### src/rtl/sample_capture.sv
// Resynchronises an asynchronous front-end sample clock/bus into clk, one data_available strobe per fe_clk rise.
// Latency: fe_clk rise sampled at edge N -> strobe registered at edge N+2 (high in cycle N+3). No backpressure.
module sample_capture #(
    parameter int SAMPLE_WIDTH   = 3,
    parameter int TIMEOUT_CYCLES = 64,
    parameter int TIMEOUT_WIDTH  = 7,
    parameter int COUNT_WIDTH    = 16
) (
    input  logic                    clk,
    input  logic                    reset,
    input  logic                    enable,
    input  logic                    fe_clk,
    input  logic [SAMPLE_WIDTH-1:0] fe_data,
    input  logic                    clear_lost,
    output logic                    data_available,
    output logic [SAMPLE_WIDTH-1:0] data_out,
    output logic                    fe_lost,
    output logic                    running,
    output logic [COUNT_WIDTH-1:0]  sample_count
);

    typedef enum logic [1:0] {IDLE, ARMED, RUN, LOST} state_t;

    localparam logic [TIMEOUT_WIDTH-1:0] TMO_LAST = TIMEOUT_WIDTH'(TIMEOUT_CYCLES - 1);

    state_t                   state_q, state_d;
    logic                     fe_s1_q, fe_s2_q, fe_s3_q;
    logic [SAMPLE_WIDTH-1:0]  dat_s1_q, dat_s2_q;
    logic [TIMEOUT_WIDTH-1:0] tmo_q, tmo_d;
    logic [COUNT_WIDTH-1:0]   sample_count_q, sample_count_d;
    logic [SAMPLE_WIDTH-1:0]  data_out_q, data_out_d;
    logic                     dav_q, dav_d;
    logic                     lost_q, lost_d;
    logic                     set_lost;
    logic                     rise;

    assign rise = fe_s2_q & ~fe_s3_q;

    always_comb begin
        state_d        = state_q;
        tmo_d          = '0;
        sample_count_d = sample_count_q;
        data_out_d     = data_out_q;
        dav_d          = 1'b0;
        set_lost       = 1'b0;
        case (state_q)
            IDLE: begin
                if (enable) state_d = ARMED;
            end
            ARMED: begin
                // The first edge only aligns; its sample is not trusted.
                if (!enable)   state_d = IDLE;
                else if (rise) state_d = RUN;
            end
            RUN: begin
                if (!enable) begin
                    state_d        = IDLE;
                    sample_count_d = '0;
                end else if (rise) begin
                    dav_d          = 1'b1;
                    data_out_d     = dat_s2_q;
                    sample_count_d = sample_count_q + 1'b1;
                end else if (tmo_q == TMO_LAST) begin
                    set_lost       = 1'b1;
                    state_d        = LOST;
                    sample_count_d = '0;
                end else begin
                    tmo_d = tmo_q + 1'b1;
                end
            end
            LOST: begin
                if (!enable)   state_d = IDLE;
                else if (rise) state_d = ARMED;
            end
            default: state_d = IDLE;
        endcase
        lost_d = set_lost | (lost_q & ~clear_lost);
    end

    always_ff @(posedge clk or negedge reset) begin
        if (!reset) begin
            state_q        <= IDLE;
            fe_s1_q        <= 1'b0;
            fe_s2_q        <= 1'b0;
            fe_s3_q        <= 1'b0;
            dat_s1_q       <= '0;
            dat_s2_q       <= '0;
            tmo_q          <= '0;
            sample_count_q <= '0;
            data_out_q     <= '0;
            dav_q          <= 1'b0;
            lost_q         <= 1'b0;
        end else begin
            state_q        <= state_d;
            fe_s1_q        <= fe_clk;
            fe_s2_q        <= fe_s1_q;
            fe_s3_q        <= fe_s2_q;
            dat_s1_q       <= fe_data;
            dat_s2_q       <= dat_s1_q;
            tmo_q          <= tmo_d;
            sample_count_q <= sample_count_d;
            data_out_q     <= data_out_d;
            dav_q          <= dav_d;
            lost_q         <= lost_d;
        end
    end

    assign data_available = dav_q;
    assign data_out       = data_out_q;
    assign fe_lost        = lost_q;
    assign running        = (state_q == RUN);
    assign sample_count   = sample_count_q;

endmodule
### config.mk
export PLATFORM = sky130hd
export DESIGN_NAME = sample_capture
export DESIGN_NICKNAME = d
export VERILOG_FILES = /design/src/rtl/sample_capture.sv
export SDC_FILE = /design/constraint.sdc
export NUM_CORES = 1
export LEC_CHECK = 0
export ABC_CLOCK_PERIOD_IN_PS = 1900
export BUFFER_PORTS_ARGS = -buffer_cell sky130_fd_sc_hd__buf_4
export CAP_MARGIN = 15
export CORE_MARGIN = 4
export CORE_UTILIZATION = 50
export DETAILED_ROUTE_END_ITERATION = 7
export PLACE_DENSITY = 0.71
export SYNTH_ARGS = -nofsm -noshare
export SYNTH_HDL_FRONTEND = slang
export SYNTH_SLANG_ARGS = --single-unit
### constraint.sdc
create_clock -name clk -period 1.9 [get_ports clk]
set_input_delay 0.19 -clock clk [delete_from_list [all_inputs] [get_ports clk]]
set_output_delay 0.19 -clock clk [all_outputs]
set_load 0.02 [all_outputs]
==> results of run 1 <==
[power groups by stage]
stage | Combinational [mW] | Sequential, mW | Clock [mW]
after floorplan | 0.0653 | 0.953 | 0
after global routing | 0.220 | 0.917 | 0.503
after global placement | 0.189 | 0.923 | 0
after detailed placement | 0.192 | 0.924 | 0
final | 0.199 | 0.909 | 0.446
after CTS | 0.202 | 0.909 | 0.468
[stage by stage]
step	instance area, um2	hold slack, ps	cells	util
after floorplan	1760	-106	168	-
after global placement	2040	180	243	0.608
after detailed placement	2040	188	243	0.608
after CTS	2160	82.0	257	0.644
after global routing	2160	106	257	0.644
final	2160	105	257	0.644
[logic make-up (layout without fill, tap and decap cells)]
logic type | after synthesis | after routing
flip-flops | 39 | 39
XOR/XNOR | 4 | 4
adder cells (fa/ha/maj) | 2 | 2
buffers and inverters | 11 | 54
AND/OR/NAND/NOR | 77 | 77
AO/OA/AOI/OAI | 35 | 35
[repair_timing]
| item | CTS | global route |
|---|---|---|
| endpoints found under the hold margin | 44 | 0 |
| hold buffers | 6 | 0 |
| endpoints found under the setup margin | 0 | 4 |
[worst paths after layout]
path | slack, ps | to | cells past startpoint | startpoint
max in group asynchronous | 1250 | sample_count[2]$_DFFE_PN0P_ | 2 | reset
min in group asynchronous | 320 | sample_count[15]$_DFFE_PN0P_ | 2 | reset
worst max-delay path | 110 | sample_count[12]$_DFFE_PN0P_ | 5 | sample_count[0]$_DFFE_PN0P_
worst min register to register | 370 | fe_s2_q$_DFF_PN0_ | 0 | fe_s1_q$_DFF_PN0_
worst max register to register | 110 | sample_count[12]$_DFFE_PN0P_ | 5 | sample_count[0]$_DFFE_PN0P_
worst min-delay path | 110 | state_q[0]$_DFFE_PN0P_ | 2 | enable
[cell usage in the layout, fill, tap and decap left out, drive strengths merged, types with 3 or more instances in the layout]
cell / count
a221o: 4
a31oi: 6
and2: 4
and3: 3
buf: 33
clkbuf: 5
dfrtp: 39
dlygate4sd3: 6
inv: 8
nand2: 22
nand3: 9
nand4: 4
nor2: 14
nor3: 5
o21ai: 7
o31ai: 4
or2: 3
or3: 3
[sequential cells by signal (all words and copies together), names as in the netlist]
name and count:
tmo_q 7, state_q 2, data_available 1, dat_s2_q 3
sample_count 16, data_out 3, fe_s1_q 1, fe_lost 1
fe_s3_q 1, dat_s1_q 3, fe_s2_q 1
[layer usage]
layer  share of wire  GRT usage
met5               0          0
met2            0.51      0.330
met1            0.43      0.207
met3           0.052     0.0416
met4          0.0092      0.114
[critical path: cells and delay by family, from the launching register on]
| family | cells | cell delay, ps |
|---|---|---|
| DFF | 1 | 460 |
| adders and majority gates | 1 | 260 |
| and+or+nand+nor | 2 | 410 |
| AOI/OAI and AO/OA | 2 | 560 |
[area by class of cell]
class | count | area [um2]
clock inverters | 3 | 23.8
fillers | 298 | 1200
repair buffers | 39 | 308
multi-input cells | 118 | 736
inverters | 7 | 26.3
flip-flops and latches | 39 | 976
well taps | 46 | 57.6
clock buffers | 5 | 37.5
==> impl_metrics.env, run 1 <==
export IMPL_status="finished, final reports clean"
export IMPL_placement_rows=21
export IMPL_synth_edf_count=0
export IMPL_first_pass_iters=4
export IMPL_cts_setup_buffers=0
export IMPL_cp_start_kind="flip-flop"
export IMPL_antenna_found_initial=0
export IMPL_synth_cells=168
export IMPL_maxSlewViolCount=0
export IMPL_setup_tns_ps=0
export IMPL_gp_congestion=0.811
export IMPL_setup_slack_ps=115
export IMPL_p_int_mw=1.11
export IMPL_p_switching_mw=0.446
export IMPL_hold_viol=0
export IMPL_rsz0062_at_grt="false"
export IMPL_num_vias=1426
export IMPL_die_area_mm2=0.00453
export IMPL_ir_worst_vdd_uv=484
export IMPL_cts_buffer_depth=2
export IMPL_synth_common_cells="39 x dfrtp_1, 22 x nand2_1, 14 x nor2_1"
export IMPL_cp_arrival_ps=2030
export IMPL_tightest_slew_ps=475
export IMPL_synth_top_area_cell="dfrtp_1"
export IMPL_core_area_mm2=0.00336
export IMPL_cp_max_fo=6
export IMPL_grt_usage=0.188
export IMPL_combPwrFrac=0.128
export IMPL_maxCapViolCount=0
export IMPL_synth_top_area_frac=0.556
export IMPL_power_frac_clock=0.287
export IMPL_crit_type="reg -> reg"
export IMPL_synth_top_family_by_area="simple AND/OR/NAND/NOR gates"
export IMPL_path_cells="ha_1 > nand3_2 > or2_4 > o311a_1 > a211o_1"
export IMPL_power_leakage_nw=0.990
export IMPL_power_density_mw_per_mm2=718
export IMPL_yosys_warnings=0
export IMPL_synthTopCellsByArea="dfrtp_1 56%, nand2_1 4.7%, nor2_1 3.0%"
export IMPL_htree_levels=2
export IMPL_period_minus_slack_ps=1790
export IMPL_drive_above_1_share=0.246
export IMPL_critPathSlowestCell="dfrtp_1"
export IMPL_seqPwrFrac=0.585
export IMPL_crit_path_end_kind="flip-flop"
export IMPL_routed_via_density=5.55
export IMPL_grt_pass1_wl_mm=6.31
export IMPL_start_util=0.522
export IMPL_synth_mux_area_fraction=0
export IMPL_nets=220
export IMPL_total_power_mw=1.55
export IMPL_slew_limit_headroom=0.684
export IMPL_grt_pass1_vias=1450
export IMPL_fin_worst_skew_ps=3.37
export IMPL_netlist_area_mm2=0.00176
export IMPL_yosys_area_share_adder=0.0142
export IMPL_io_buffer_count=29
export IMPL_die_x_um=67.3
export IMPL_dp_hpwl_mm=2.64
export IMPL_clock_sinks=39
export IMPL_drtAntennaViolNets=0
export IMPL_synth_simple_area_share=0.229
export IMPL_cts_tree="yes"
export IMPL_ys_types=46
export IMPL_synth_most_common_cell="dfrtp_1"
export IMPL_setup_viol=0
export IMPL_cts_inserted_buffers=5
export IMPL_grt_max_degree=40
export IMPL_clock_latency_ps=350
export IMPL_synth_xor_xnor_area_share=0.0199
export IMPL_cpPeakStageDelay_ps=460
export IMPL_drc_errors=0
export IMPL_ys_seq_area_frac=0.556
export IMPL_wirelength_mm=3.81
export IMPL_overflow=0
export IMPL_required_ps=2150
export IMPL_power_switching_share=0.287
export IMPL_drtIter0Drc=85
export IMPL_syn_num_nets=178
export IMPL_ys_flop_type="dfrtp_1"
export IMPL_place_ws_ps=112
export IMPL_timing_final_crit_share=0.939
export IMPL_area_growth_pct=23.2
export IMPL_fmax_mhz=560
export IMPL_n_antenna_cell=0
export IMPL_ios=30
export IMPL_async_flop_share=1.00
export IMPL_holdCritPathClass="in -> reg"
export IMPL_post_cts_resized=0
export IMPL_synth_compound_area_frac=0.156
export IMPL_cts_clk_slew_worst_paths_ps=120
export IMPL_die_y_um=67.3
export IMPL_syn_mean_instance_area_um2=10.5
export IMPL_wl_per_cell_um=14.8
export IMPL_yosys_register_bits=39
export IMPL_cts_root_buf="clkbuf_4"
Note: power is estimated with default switching activity, not from simulation.
==> run 2: changes to the inputs <==
ABC_CLOCK_PERIOD_IN_PS = 2100   (was 1900)
clock period = 2.1 ns   (was 1.9 ns; I/O delays follow)
==> run 2 against run 1 <==
Via count shrank 0.21%. Hold slack lost 72 ps. Clock skew grew 7.8 ps. Critical path depth is the same. Clock power shrank 2%. Utilization shrank 0.63 points. Setup slack gained 160 ps. Count of clock-buffer cells in the layout grew 2. Power shrank 7.4%. Non-clock buffer count shrank 4. Combinational power shrank 11%. Die area is the same. Largest power group unchanged. Highest routed layer unchanged.
==> impl_metrics.env, run 2 (synthesized netlist as in run 1, its figures left out) <==
export IMPL_dp_hpwl_mm=2.54
export IMPL_n_fill_cell=302
export IMPL_wl_per_cell_um=14.2
export IMPL_hold_start="clear_lost"
export IMPL_slew_limit_headroom=0.681
export IMPL_worst_r2r_path_depth=5
export IMPL_holdPathStages=2
export IMPL_rsz0062_at_grt="false"
export IMPL_cp_arrival_ps=2130
export IMPL_num_vias=1423
export IMPL_routed_via_density=5.62
export IMPL_drtAntennaViolNets=0
export IMPL_period_minus_slack_ps=1830
export IMPL_drive_above_1_share=0.237
export IMPL_die_y_um=67.3
export IMPL_register_area_um2=976
export IMPL_required_ps=2400
export IMPL_first_pass_iters=4
export IMPL_final_util=0.637
export IMPL_r2r_slack_ps=270
export IMPL_rr_startpoint="tmo_q[0]$_DFF_PN0_"
export IMPL_crit_type="reg -> reg"
export IMPL_placement_rows=21
export IMPL_grt_usage=0.185
export IMPL_wirelength_mm=3.60
export IMPL_timing_final_crit_share=0.870
export IMPL_hold_path_endpoint="fe_lost$_DFF_PN0_"
export IMPL_dp_cells=240
export IMPL_clock_latency_ps=350
export IMPL_grt_max_degree=40
export IMPL_cp_top_family="compound AO/OA/AOI/OAI gates"
export IMPL_cp_start_kind="flip-flop"
export IMPL_grt_use_met1=0.234
export IMPL_io_buffer_count=29
export IMPL_cts_root_buf="clkbuf_4"
export IMPL_cts_buffer_depth=2
export IMPL_grt_pass1_vias=1387
export IMPL_cpPeakStageDelay_ps=440
export IMPL_final_area_mm2=0.00214
export IMPL_ir_worst_vdd_uv=474
export IMPL_path_depth=5
export IMPL_top_usage_layer="met2"
export IMPL_grt_util_met3=0.0566
export IMPL_setup_tns_ps=0
export IMPL_cts_inserted_buffers=5
export IMPL_clock_sinks=39
export IMPL_maxCapViolCount=0
export IMPL_n_antenna_cell=0
export IMPL_start_util=0.522
export IMPL_cp_max_fo=7
export IMPL_cts_hold_buf=5
export IMPL_die_area_mm2=0.00453
export IMPL_worst_hold_slack_ps=33.1
export IMPL_antenna_found_initial=0
export IMPL_crit_path_end_kind="flip-flop"
export IMPL_grt_pass1_wl_mm=6.26
export IMPL_cts_setup_buffers=0
export IMPL_final_cell_mix="39 x dfrtp_1, 30 x buf_4, 22 x nand2_1"
export IMPL_path_cells="ha_1 > and4_1 > a311oi_4 > nand2b_4 > a221o_1"
export IMPL_area_growth_pct=22.0
export IMPL_cts_clk_slew_worst_paths_ps=120
export IMPL_setup_viol=0
export IMPL_cts_tree="yes"
export IMPL_layout_commonest_cell="dfrtp_1"
export IMPL_htree_levels=2
export IMPL_critPathSlowestCell="a311oi_4"
export IMPL_core_area_mm2=0.00336
export IMPL_multi_input_area_um2=736
export IMPL_drc_errors=0
export IMPL_fmax_mhz=547
export IMPL_die_x_um=67.3
export IMPL_post_cts_resized=0
export IMPL_grtUsageMet2=0.290
export IMPL_worstPathBufferInverterCount=0
export IMPL_drtIter0Drc=127
export IMPL_fin_worst_skew_ps=11.2
export IMPL_stdcell_count=253
export IMPL_overflow=0
export IMPL_nets=216
export IMPL_hold_viol=0
export IMPL_power_leakage_nw=0.981
export IMPL_ios=30
export IMPL_r2r_end="sample_count[6]$_DFFE_PN0P_"
export IMPL_status="finished, final reports clean"
export IMPL_largest_reg_flops=16
export IMPL_maxSlewViolCount=0
export IMPL_power_density_mw_per_mm2=671
export IMPL_holdCritPathClass="in -> reg"
export IMPL_tightest_slew_ps=479
export IMPL_place_area_mm2=0.00202
export IMPL_gp_congestion=0.815
run 2: changes by cell type in the layout (fill, tap and decap cells not counted), sizes merged:
cell / previous run / this run
dlygate4sd3: 6 / 5
clkbuf: 5 / 7
clkinvlp: 2 / 1
inv: 8 / 7
buf: 33 / 30
run 2: worst max path at each step:
stage,startpoint,to,slack [ps]
floorplan,sample_count[0]$_DFFE_PN0P_,sample_count[12]$_DFFE_PN0P_,320
finish,tmo_q[0]$_DFF_PN0_,sample_count[6]$_DFFE_PN0P_,270
global route,fe_s3_q$_DFF_PN0_,sample_count[10]$_DFFE_PN0P_,160
CTS,tmo_q[0]$_DFF_PN0_,sample_count[6]$_DFFE_PN0P_,260
detailed placement,tmo_q[0]$_DFF_PN0_,sample_count[6]$_DFFE_PN0P_,280
global placement,sample_count[0]$_DFFE_PN0P_,sample_count[12]$_DFFE_PN0P_,350
run 2: area by class of cell:
cell class	count	area share
timing repair buffer	35	0.128
clock buffer	7	0.0304
sequential	39	0.455
multi-input combinational	118	0.343
tap	46	0.0269
clock inverter	1	0.00350
inverter	7	0.0123
run 2: routing by layer:
metal / vias up / routed length [um] / share of wire
met5: - / 0 / 0
met4: 0 / 44 / 0.012
met3: 6 / 224 / 0.062
met2: 52 / 1760 / 0.49
met1: 681 / 1570 / 0.44
li1: 684 / - / -
run 2: power breakdown:
part	internal [mW]	switching (mW)	leakage, nW
Sequential	0.788	0.0352	0.516
Clock	0.196	0.243	0.0375
Combinational	0.0777	0.0992	0.427
Total	1.06	0.378	0.981
run 2: stage by stage:
step | total power [mW] | setup WS, ps
after floorplan | 0.921 | 324
after global placement | 1.00 | 353
after detailed placement | 1.01 | 283
after CTS | 1.45 | 256
after global routing | 1.51 | 161
final | 1.44 | 273
